<file path="src/rtl/i2s_codec_tx_if.sv">
// Stereo sample stream into the I2S transmitter: one left/right pair per valid/ready transfer.
interface i2s_codec_tx_if #(
    parameter int unsigned DATA_W = 16
);
    logic [DATA_W-1:0] lft_in;
    logic [DATA_W-1:0] rht_in;
    logic              in_vld;
    logic              in_rdy;

    modport master (output lft_in, output rht_in, output in_vld, input in_rdy);
    modport slave  (input lft_in, input rht_in, input in_vld, output in_rdy);
endinterface

</file>
<file path="src/rtl/i2s_codec_tx.sv">
// CS4272 transmit link: derives MCLK/SCLK/LRCLK from clk and serializes one stereo pair per frame in I2S format.
// Build option UNDERRUN_MUTE_EN: underrun frames send silence instead of repeating the previous pair.
module i2s_codec_tx #(
    parameter int unsigned DATA_W    = 16,
    parameter int unsigned SCLK_DIV  = 16,
    parameter int unsigned BIT_SLOTS = 32
) (
    input  logic          clk,
    input  logic          rst,
    input  logic          en,
    input  logic          clr_undr,
    i2s_codec_tx_if.slave in_if,
    output logic          MCLK,
    output logic          SCLK,
    output logic          LRCLK,
    output logic          SDin,
    output logic          frm_strt,
    output logic          underrun
);
    localparam int unsigned CNT_W  = $clog2(2 * BIT_SLOTS * SCLK_DIV);
    localparam int unsigned SCLK_B = $clog2(SCLK_DIV) - 1;
    localparam int unsigned SLOT_W = $clog2(BIT_SLOTS);
    localparam int unsigned PAD_W  = BIT_SLOTS - 1 - DATA_W;
    localparam logic [CNT_W-1:0] CNT_MAX = '1;

    localparam logic [0:0] IDLE = 1'b0;
    localparam logic [0:0] RUN  = 1'b1;

    logic [0:0]          state;
    logic [0:0]          state_nxt;
    logic [CNT_W-1:0]    cnt;
    logic [CNT_W-1:0]    cnt_nxt;
    logic                load_c;
    logic                run_c;
    logic                accept_c;
    logic [SLOT_W-1:0]   slot_c;
    logic [DATA_W-1:0]   word_c;
    logic [BIT_SLOTS-1:0] slots_c;
    logic                sd_c;

    logic [DATA_W-1:0]   hold_lft;
    logic [DATA_W-1:0]   hold_rht;
    logic                hold_empty;
    logic [DATA_W-1:0]   frm_lft;
    logic [DATA_W-1:0]   frm_rht;

    // State and frame counter
    always_ff @(posedge clk) begin
        if (rst) begin
            state <= IDLE;
            cnt   <= '0;
        end else begin
            state <= state_nxt;
            cnt   <= cnt_nxt;
        end
    end

    // Leaving RUN is only allowed at the last count of a frame, so a frame is never cut short by en
    always_comb begin
        state_nxt = state;
        cnt_nxt   = cnt;
        load_c    = 1'b0;
        case (state)
            IDLE: begin
                if (en) begin
                    state_nxt = RUN;
                    cnt_nxt   = '0;
                    load_c    = 1'b1;
                end
            end
            RUN: begin
                cnt_nxt = cnt + CNT_W'(1);
                if (cnt == CNT_MAX) begin
                    if (en) begin
                        load_c = 1'b1;
                    end else begin
                        state_nxt = IDLE;
                    end
                end
            end
            default: state_nxt = IDLE;
        endcase
    end

    // Serial bit for the upcoming count: slot 0 is the I2S delay bit, then MSB..LSB, then zero padding
    always_comb begin
        run_c   = (state_nxt == RUN);
        slot_c  = cnt_nxt[SCLK_B+1 +: SLOT_W];
        word_c  = cnt_nxt[CNT_W-1] ? frm_rht : frm_lft;
        slots_c = BIT_SLOTS'({1'b0, word_c}) << PAD_W;
        sd_c    = run_c & slots_c[~slot_c];
    end

    // Pin drivers track the next count so they line up with cnt; all held low in IDLE
    always_ff @(posedge clk) begin
        if (rst) begin
            MCLK     <= 1'b0;
            SCLK     <= 1'b0;
            LRCLK    <= 1'b0;
            SDin     <= 1'b0;
            frm_strt <= 1'b0;
        end else begin
            MCLK     <= run_c & cnt_nxt[1];
            SCLK     <= run_c & cnt_nxt[SCLK_B];
            LRCLK    <= run_c & cnt_nxt[CNT_W-1];
            SDin     <= sd_c;
            frm_strt <= load_c;
        end
    end

    assign accept_c     = in_if.in_vld & hold_empty;
    assign in_if.in_rdy = hold_empty;

    // Holding register feeds the frame register only at frame load; a pair accepted on a load cycle waits a frame
    always_ff @(posedge clk) begin
        if (rst) begin
            hold_lft   <= '0;
            hold_rht   <= '0;
            hold_empty <= 1'b1;
            frm_lft    <= '0;
            frm_rht    <= '0;
            underrun   <= 1'b0;
        end else begin
            if (accept_c) begin
                hold_lft <= in_if.lft_in;
                hold_rht <= in_if.rht_in;
            end

            if (accept_c) begin
                hold_empty <= 1'b0;
            end else if (load_c) begin
                hold_empty <= 1'b1;
            end

            if (load_c && !hold_empty) begin
                frm_lft <= hold_lft;
                frm_rht <= hold_rht;
            end
`ifdef UNDERRUN_MUTE_EN
            else if (load_c) begin
                frm_lft <= '0;
                frm_rht <= '0;
            end
`endif

            if (load_c && hold_empty) begin
                underrun <= 1'b1;
            end else if (clr_undr) begin
                underrun <= 1'b0;
            end
        end
    end
endmodule

</file>
<file path="src/flat_wrapper.sv">
// flat-port wrapper written by rule: the top's interface ports become plain ports
module i2s_codec_tx_flat 
#(
    parameter int unsigned DATA_W    = 16,
    parameter int unsigned SCLK_DIV  = 16,
    parameter int unsigned BIT_SLOTS = 32
)
  (clk, rst, en, clr_undr, MCLK, SCLK, LRCLK, SDin, frm_strt, underrun, in_if_lft_in, in_if_rht_in, in_if_in_vld, in_if_in_rdy);
  i2s_codec_tx_if #(.DATA_W(DATA_W)) in_if_i ();
  input  logic clk;
  input  logic rst;
  input  logic en;
  input  logic clr_undr;
  output logic MCLK;
  output logic SCLK;
  output logic LRCLK;
  output logic SDin;
  output logic frm_strt;
  output logic underrun;
  input wire logic [$bits(in_if_i.lft_in)-1:0] in_if_lft_in;
  input wire logic [$bits(in_if_i.rht_in)-1:0] in_if_rht_in;
  input wire logic [$bits(in_if_i.in_vld)-1:0] in_if_in_vld;
  output wire logic [$bits(in_if_i.in_rdy)-1:0] in_if_in_rdy;
  assign in_if_i.lft_in = in_if_lft_in;
  assign in_if_i.rht_in = in_if_rht_in;
  assign in_if_i.in_vld = in_if_in_vld;
  assign in_if_in_rdy = in_if_i.in_rdy;
  i2s_codec_tx #(.DATA_W(DATA_W), .SCLK_DIV(SCLK_DIV), .BIT_SLOTS(BIT_SLOTS)) u_core (.clk(clk), .rst(rst), .en(en), .clr_undr(clr_undr), .in_if(in_if_i), .MCLK(MCLK), .SCLK(SCLK), .LRCLK(LRCLK), .SDin(SDin), .frm_strt(frm_strt), .underrun(underrun));
endmodule
</file>
<file path="config.mk">
export PLATFORM = sky130hd
export DESIGN_NAME = i2s_codec_tx_flat
export DESIGN_NICKNAME = d
export VERILOG_FILES = /design/src/rtl/i2s_codec_tx_if.sv /design/src/rtl/i2s_codec_tx.sv /design/src/flat_wrapper.sv
export SDC_FILE = /design/constraint.sdc
export NUM_CORES = 1
export LEC_CHECK = 0
export ABC_CLOCK_PERIOD_IN_PS = 2600
export CORE_MARGIN = 4
export CORE_UTILIZATION = 50
export CTS_BUF_LIST = sky130_fd_sc_hd__clkbuf_8
export DETAILED_ROUTE_END_ITERATION = 8
export PLACE_DENSITY = 0.72
export RECOVER_POWER = 100
export SYNTH_ARGS = -nofsm -noshare
export SYNTH_HDL_FRONTEND = slang
export SYNTH_SLANG_ARGS = --single-unit
</file>
<file path="constraint.sdc">
create_clock -name clk -period 2.6 [get_ports clk]
set_input_delay 0.52 -clock clk [delete_from_list [all_inputs] [get_ports clk]]
set_output_delay 0.52 -clock clk [all_outputs]
set_load 0.01 [all_outputs]
</file>
==> impl_metrics.sql, run 1 <==
INSERT INTO impl_metrics (metric_group, metric, value, unit) VALUES
('outcome', 'outcome', 'finished, final reports clean', ''),
('cts', 'cts_root_buffer', 'clkbuf_8', ''),
('floorplanning', 'die_y', '90.6', 'um'),
('cts', 'clockBufferDepth', '2', ''),
('power', 'ir_worst_vdd', '0.000415', 'V'),
('power', 'p_per_area', '555', 'nW/um2'),
('drt', 'viasPerCell', '5.29', ''),
('cts', 'tritoncts', 'done', ''),
('cts', 'cts_htree_levels', '3', ''),
('global_route', 'grt_overflow', '0', ''),
('worst_hold_path', 'hold_path_class', 'register to register', ''),
('logic_synthesis', 'synth_seq_cells', '82', ''),
('layout', 'final_cell_utilization_of_the_core', '0.638', ''),
('placed_design', 'dpl.hpwl', '5420', 'um'),
('critical_path', 'timing.critical_path.cells', 'nand3_1 -> or4_1 -> and2_2 -> buf_4 -> nand2_1 -> nand2_1 -> o311ai_2 -> nor3_1 -> a211o_1', ''),
('critical_path', 'worst-path-max-fanout', '9', ''),
('timing', 'finalWorstSetupSlack', '0.215', 'ns'),
('global_route', 'global_router_s_overall_resource_usage', '0.189', ''),
('critical_path', 'setup.worst_path.start', 'u_core.cnt[0]', ''),
('logic_synthesis', 'netlist_area', '3410', 'um2'),
('timing', 'worst_clock_skew', '0.00866', 'ns'),
('timing', 'timing.final.hold_violations', '0', ''),
('floorplanning', 'placeableCoreArea', '6490', 'um2'),
('critical_path', 'worstSetupPathType', 'register to register', ''),
('floorplanning', 'die_width', '90.6', 'um'),
('cts', 'post-cts-setup-buffers', '0', ''),
('timing', 'timing.slew.headroom', '0.147', ''),
('critical_path', 'timing.critical_path.slowest_stage_cell', 'or4_1', ''),
('logic_synthesis', 'post_synth.cell_area_avg', '7.69', 'um2'),
('placed_design', 'place_ws', '-0.110', 'ns'),
('worst_hold_path', 'worstHoldStart', 'u_core.hold_lft[7]', ''),
('drt', 'drt_iter0_drc', '152', ''),
('logic_synthesis', 'count_of_different_cell_masters_after_synthesis', '44', ''),
('layout', 'drive_above_1_share', '0.0788', ''),
('floorplanning', 'starting_density_of_the_core', '0.526', ''),
('floorplanning', 'dieArea', '8210', 'um2'),
('timing', 'rsz_0062_raised_after_global_routing', 'false', ''),
('global_route', 'antenna_found_initial', '0', ''),
('critical_path', 'number_of_buffer_and_inverter_instances_along_the_worst_setup_path', '1', ''),
('cts', 'clk-insertion-delay-late', '0.35', 'ns'),
('drt', 'antenna_violating_nets_post_route', '0', ''),
('logic_synthesis', 'synth_enable_flop_cells', '0', ''),
('drt', 'detail_route.first_pass.iterations', '4', ''),
('global_route', 'number_of_global_route_vias_before_repair', '2787', ''),
('timing', 'timing.final.max_slew_violations', '0', ''),
('drt', 'detailroute.via_count', '3024', ''),
('critical_path', 'endpoint_kind', 'register', ''),
('global_route', 'wire_length_of_the_first_global_routing_pass', '12900', 'um'),
('floorplanning', 'io-pin-count', '44', ''),
('timing', 'post-route-min-period', '2.39', 'ns'),
('logic_synthesis', 'syn_inst', '444', ''),
('placed_design', 'placement.io_buffers', '43', ''),
('job', 'max_cap_violations', '0', ''),
('logic_synthesis', 'syn-num-nets', '482', ''),
('layout', 'antennaDiodeCount', '0', ''),
('floorplanning', 'rows', '29', ''),
('timing', 'fin_crit_sh', '0.917', ''),
('critical_path', 'rr_startpoint', 'u_core.cnt[0]', ''),
('drt', 'drcViolationCount', '0', ''),
('timing', 'max_clock_freq', '419', 'MHz'),
('global_route', 'maximum_number_of_pins_on_one_net_before_global_route_repair', '54', ''),
('critical_path', 'worstPathArrival', '2.62', 'ns'),
('cts', 'clock-sinks', '82', ''),
('timing', 'finalSetupViolCount', '0', ''),
('layout', 'layout_commonest_cell', 'nand2_1', ''),
('critical_path', 'worst-endpoint-required', '2.83', 'ns'),
('critical_path', 'critPathMaxStageDelay', '0.54', 'ns'),
('logic_synthesis', 'dominantRegCellSynth', 'dfxtp_1', ''),
('critical_path', 'worst_path_dominant_cell_family', 'simple AND/OR/NAND/NOR gates', ''),
('timing', 'setup_tns', '0', 'ns'),
('placed_design', 'gp_congestion', '0.896', '');
## stage by stage
step / hold slack [ns] / instances / power [mW] / instance area, um2
finish: 0.456 / 572 / 2.30 / 4140
global route: 0.469 / 572 / 2.41 / 4140
CTS: 0.458 / 572 / 2.32 / 4150
detailed placement: 0.447 / 557 / 1.56 / 3990
global placement: 0.442 / 557 / 1.56 / 3990
floorplan: 0.432 / 444 / 1.46 / 3410
## where the power goes
part / internal, mW / switching, mW / total [mW]
logic: 0.0978 / 0.108 / 0.205
registers: 1.30 / 0.0251 / 1.32
clock network: 0.336 / 0.434 / 0.770
total: 1.73 / 0.566 / 2.30
## synth_stat cells, types with 2 or more instances
cell type | instances | area (um2)
a211oi_1 | 2 | 15.0
o21ai_0 | 4 | 20.0
inv_1 | 5 | 18.8
nand4_1 | 2 | 12.5
nor2_1 | 16 | 60.1
o21ai_1 | 2 | 10.0
a32oi_1 | 2 | 17.5
mux2i_1 | 13 | 130
a21oi_1 | 76 | 380
and2_1 | 2 | 12.5
nand3_1 | 9 | 45.0
nand2_1 | 152 | 571
nand2b_1 | 3 | 18.8
dfxtp_1 | 82 | 1640
buf_6 | 2 | 22.5
nor3_1 | 7 | 35.0
a31oi_1 | 3 | 18.8
nor2b_1 | 5 | 31.3
clkbuf_1 | 27 | 101
and3_1 | 2 | 12.5
o22ai_1 | 3 | 18.8
nand3b_1 | 2 | 15.0
nor4b_1 | 2 | 17.5
## worst paths after layout
path                             to  slack (ns)  cells past startpoint
setup reg to reg        u_core.SDin        0.21                      9
setup / recovery        u_core.SDin        0.21                      9
hold reg to reg   u_core.frm_lft[7]        0.46                      2
hold / removal    u_core.frm_lft[7]        0.46                      2
## cells by family after synthesis
kind of cell / after synthesis / synth area share
AO/OA/AOI/OAI: 104 / 0.173
XOR/XNOR: 2 / 0.00513
adder cells (fa/ha/maj): 1 / 0.00367
buffers and inverters: 34 / 0.0418
flip-flops: 82 / 0.481
multiplexers: 14 / 0.0414
AND/OR/NAND/NOR: 207 / 0.254
## worst reg2reg max path: cells and delay by family, from the launching register on
| kind | cells | cell delay, ns |
|---|---|---|
| compound gates | 2 | 0.48 |
| simple gates | 6 | 1.18 |
| buf+inv | 1 | 0.17 |
| flops | 1 | 0.44 |
## per-layer routing
layer	track usage	vias up	wire, um
met1	0.250	1366	3610
met2	0.303	61	3500
met5	0	-	0
met4	0.0472	0	80
met3	0.0558	7	350
li1	-	1590	-
## repair_timing
item	CTS	global route
resized for setup	0	2
endpoints found under the setup margin	0	9
hold buffers	0	0
## final cells by class
cell class / instances / area [um2]
well taps: 77 / 96.3
inverters: 5 / 18.8
fillers: 607 / 2350
clock inverters: 6 / 36.3
clock buffers: 9 / 124
multi-input cells: 328 / 1640
flip-flops and latches: 82 / 1640
repair buffers: 65 / 589
## sequential cells by signal, indices dropped and copies added, names as in the netlist
signal / count
u_core.frm_lft: 16
u_core.frm_rht: 16
u_core.hold_lft: 16
u_core.hold_rht: 16
u_core.cnt: 10
u_core.LRCLK: 1
u_core.MCLK: 1
u_core.SCLK: 1
u_core.SDin: 1
u_core.frm_strt: 1
u_core.in_if.in_rdy: 1
u_core.state: 1
u_core.underrun: 1
(Power assumes the default switching activity.)
==> run 2, diff against run 1 <==
--- a/config.mk
+++ b/config.mk
@@ -10,7 +10,7 @@
 export CORE_UTILIZATION = 50
 export CTS_BUF_LIST = sky130_fd_sc_hd__clkbuf_8
 export DETAILED_ROUTE_END_ITERATION = 8
-export PLACE_DENSITY = 0.72
+export PLACE_DENSITY = 0.84
 export RECOVER_POWER = 100
 export SYNTH_ARGS = -nofsm -noshare
 export SYNTH_HDL_FRONTEND = slang
==> constraint.sdc (replaced) <==
create_clock -name clk -period 2.6 [get_ports clk]
set_input_delay 0.39 -clock clk [delete_from_list [all_inputs] [get_ports clk]]
set_output_delay 0.39 -clock clk [all_outputs]
set_load 0.01 [all_outputs]
==> impl_metrics.sql, run 2 (synthesized netlist as in run 1, its figures left out) <==
INSERT INTO impl_metrics (metric_group, metric, value, unit) VALUES
('critical_path', 'worst-path-max-fanout', '8', ''),
('cts', 'tritoncts', 'done', ''),
('global_route', 'grt_overflow', '0', ''),
('layout', 'highest_count_cells_in_the_layout_ignoring_fill_and_taps', 'nand2_1, dfxtp_1, a21oi_1', ''),
('timing', 'worst_clock_skew', '0.00723', 'ns'),
('global_route', 'global_router_s_overall_resource_usage', '0.196', ''),
('cts', 'cts_root_buffer', 'clkbuf_8', ''),
('critical_path', 'worstSetupPathType', 'register to register', ''),
('global_route', 'maximum_number_of_pins_on_one_net_before_global_route_repair', '67', ''),
('global_route', 'number_of_global_route_vias_before_repair', '2930', ''),
('cts', 'cts_htree_levels', '3', ''),
('floorplanning', 'placeableCoreArea', '6490', 'um2'),
('layout', 'postLayoutCellArea', '4200', 'um2'),
('placed_design', 'placed_area', '3970', 'um2'),
('timing', 'rsz_0062_raised_after_global_routing', 'false', ''),
('placed_design', 'placement.io_buffers', '43', ''),
('drt', 'routed_wire_length_per_instance', '14.4', 'um'),
('floorplanning', 'starting_density_of_the_core', '0.526', ''),
('timing', 'tightest_slew', '1.36', 'ns'),
('timing', 'timing.final.max_slew_violations', '0', ''),
('cts', 'clk_transition_reported_paths', '0.08', 'ns'),
('power', 'p_per_area', '612', 'nW/um2'),
('layout', 'area_growth_syn_to_layout', '22.9', '%'),
('floorplanning', 'die_y', '90.6', 'um'),
('global_route', 'wire_length_of_the_first_global_routing_pass', '13200', 'um'),
('layout', 'layout_commonest_cell', 'nand2_1', ''),
('critical_path', 'worst-endpoint-required', '2.85', 'ns'),
('worst_hold_path', 'hold_depth', '2', ''),
('layout', 'finalNetCount', '526', ''),
('drt', 'postRouteWirelength', '8200', 'um'),
('floorplanning', 'io-pin-count', '44', ''),
('drt', 'drt_iter0_drc', '286', ''),
('cts', 'clk-insertion-delay-late', '0.36', 'ns'),
('drt', 'antenna_violating_nets_post_route', '0', ''),
('timing', 'fin_crit_sh', '0.929', ''),
('timing', 'finalSetupViolCount', '0', ''),
('floorplanning', 'dieArea', '8210', 'um2'),
('critical_path', 'worstPathArrival', '2.67', 'ns'),
('power', 'cellLeakagePower', '1.55', 'nW'),
('critical_path', 'worst_setup_path_start_kind', 'register', ''),
('outcome', 'outcome', 'finished, final reports clean', ''),
('cts', 'cts_inserted_buffers', '9', ''),
('critical_path', 'endpoint_kind', 'register', ''),
('worst_hold_path', 'hold_path_end', 'u_core.frm_strt', ''),
('global_route', 'antenna_found_initial', '0', ''),
('drt', 'viasPerCell', '5.51', ''),
('timing', 'post-route-min-period', '2.42', 'ns'),
('drt', 'drcViolationCount', '0', ''),
('timing', 'setup_tns', '0', 'ns'),
('timing', 'max_clock_freq', '414', 'MHz'),
('critical_path', 'r2r_setup_slack', '0.18', 'ns'),
('cts', 'clock-sinks', '82', ''),
('timing', 'timing.slew.headroom', '0.0912', ''),
('power', 'ir_worst_vdd', '0.000465', 'V'),
('layout', 'antennaDiodeCount', '0', ''),
('drt', 'detail_route.first_pass.iterations', '5', ''),
('critical_path', 'rr_startpoint', 'u_core.cnt[0]', ''),
('cts', 'postCtsHoldBufs', '0', ''),
('worst_hold_path', 'worstHoldStart', 'rst', ''),
('cts', 'clockBufferDepth', '2', ''),
('floorplanning', 'die_width', '90.6', 'um'),
('layout', 'drive_above_1_share', '0.0791', ''),
('floorplanning', 'rows', '29', ''),
('critical_path', 'reg2reg_depth', '9', ''),
('job', 'max_cap_violations', '0', ''),
('placed_design', 'dpl.hpwl', '5680', 'um'),
('critical_path', 'worst_r2r_endpoint', 'u_core.SDin', ''),
('worst_hold_path', 'hold_path_class', 'input port to register', ''),
('drt', 'detailroute.via_count', '3138', ''),
('timing', 'timing.final.hold_violations', '0', ''),
('placed_design', 'gp_congestion', '0.889', '');
## run 2: cell count changes in the layout (fill, tap and decap cells not counted), sizes merged
cell	before	now
inv	8	7
bufinv	0	2
clkbuf	13	14
clkinvlp	2	0
buf	19	16
clkinv	1	2
## run 2: how the worst max path moves through the flow
| stage | startpoint | endpoint | slack (ns) | cells after the start |
|---|---|---|---|---|
| 2_1_floorplan | u_core.cnt[0] | u_core.SDin | 0.30 | 9 |
| 3_3_place_gp | en | u_core.SDin | 0.15 | 10 |
| 3_5_place_dp | en | u_core.SDin | 0.02 | 10 |
| 4_1_cts | u_core.cnt[0] | u_core.SDin | 0.11 | 9 |
| 5_1_grt | u_core.cnt[0] | u_core.SDin | 0.04 | 9 |
| 6_report | u_core.cnt[0] | u_core.SDin | 0.18 | 9 |
## run 2: per-layer routing
metal  track usage  up-vias  wire length [um]
li1              -     1580                 -
met4        0.0625        0               140
met2         0.355       86              4270
met3        0.0508       14               378
met1         0.224     1458              3410
met5             0        -                 0
## run 2: final cells by class
cell class	instances	area, um2
fill	560	2300
sequential	82	1640
multi-input combinational	328	1640
timing repair buffer	62	569
clock buffer	10	138
tap	77	96.3
clock inverter	6	90.1
inverter	5	18.8
## run 2: repair_timing
| action | CTS | global route |
|---|---|---|
| buffers inserted | 0 | 0 |
| gates resized for setup | 0 | 3 |
| endpoints found under the hold margin | 0 | 0 |
| setup endpoints to repair | 0 | 1 |
## run 2: metrics by stage
step                      power, mW  setup slack [ns]  hold WS [ns]   util  instances
final                          2.57             0.184         0.395  0.646        570
after floorplan                1.46             0.300         0.432      -        444
after detailed placement       1.56            0.0212         0.443  0.611        554
after global placement         1.56             0.145         0.439  0.611        554
after global routing           2.66            0.0426         0.402  0.646        570
after CTS                      2.58             0.106         0.385  0.646        570
## run 2: power by group
| part | switching [mW] | total [mW] | internal, mW |
|---|---|---|---|
| registers | 0.0260 | 1.32 | 1.30 |
| logic | 0.113 | 0.211 | 0.0983 |
| clock network | 0.465 | 1.03 | 0.570 |
| total | 0.603 | 2.57 | 1.97 |
## run 2: critical path, stage by stage, from the launching register on
cell and delay, ns:
dfxtp_1 0.44, nand3_2 0.14, or4_1 0.51, nand2_1 0.17
buf_4 0.19, mux2i_1 0.23, mux2i_1 0.11, o22ai_1 0.17
nor3_1 0.08, a211o_1 0.26
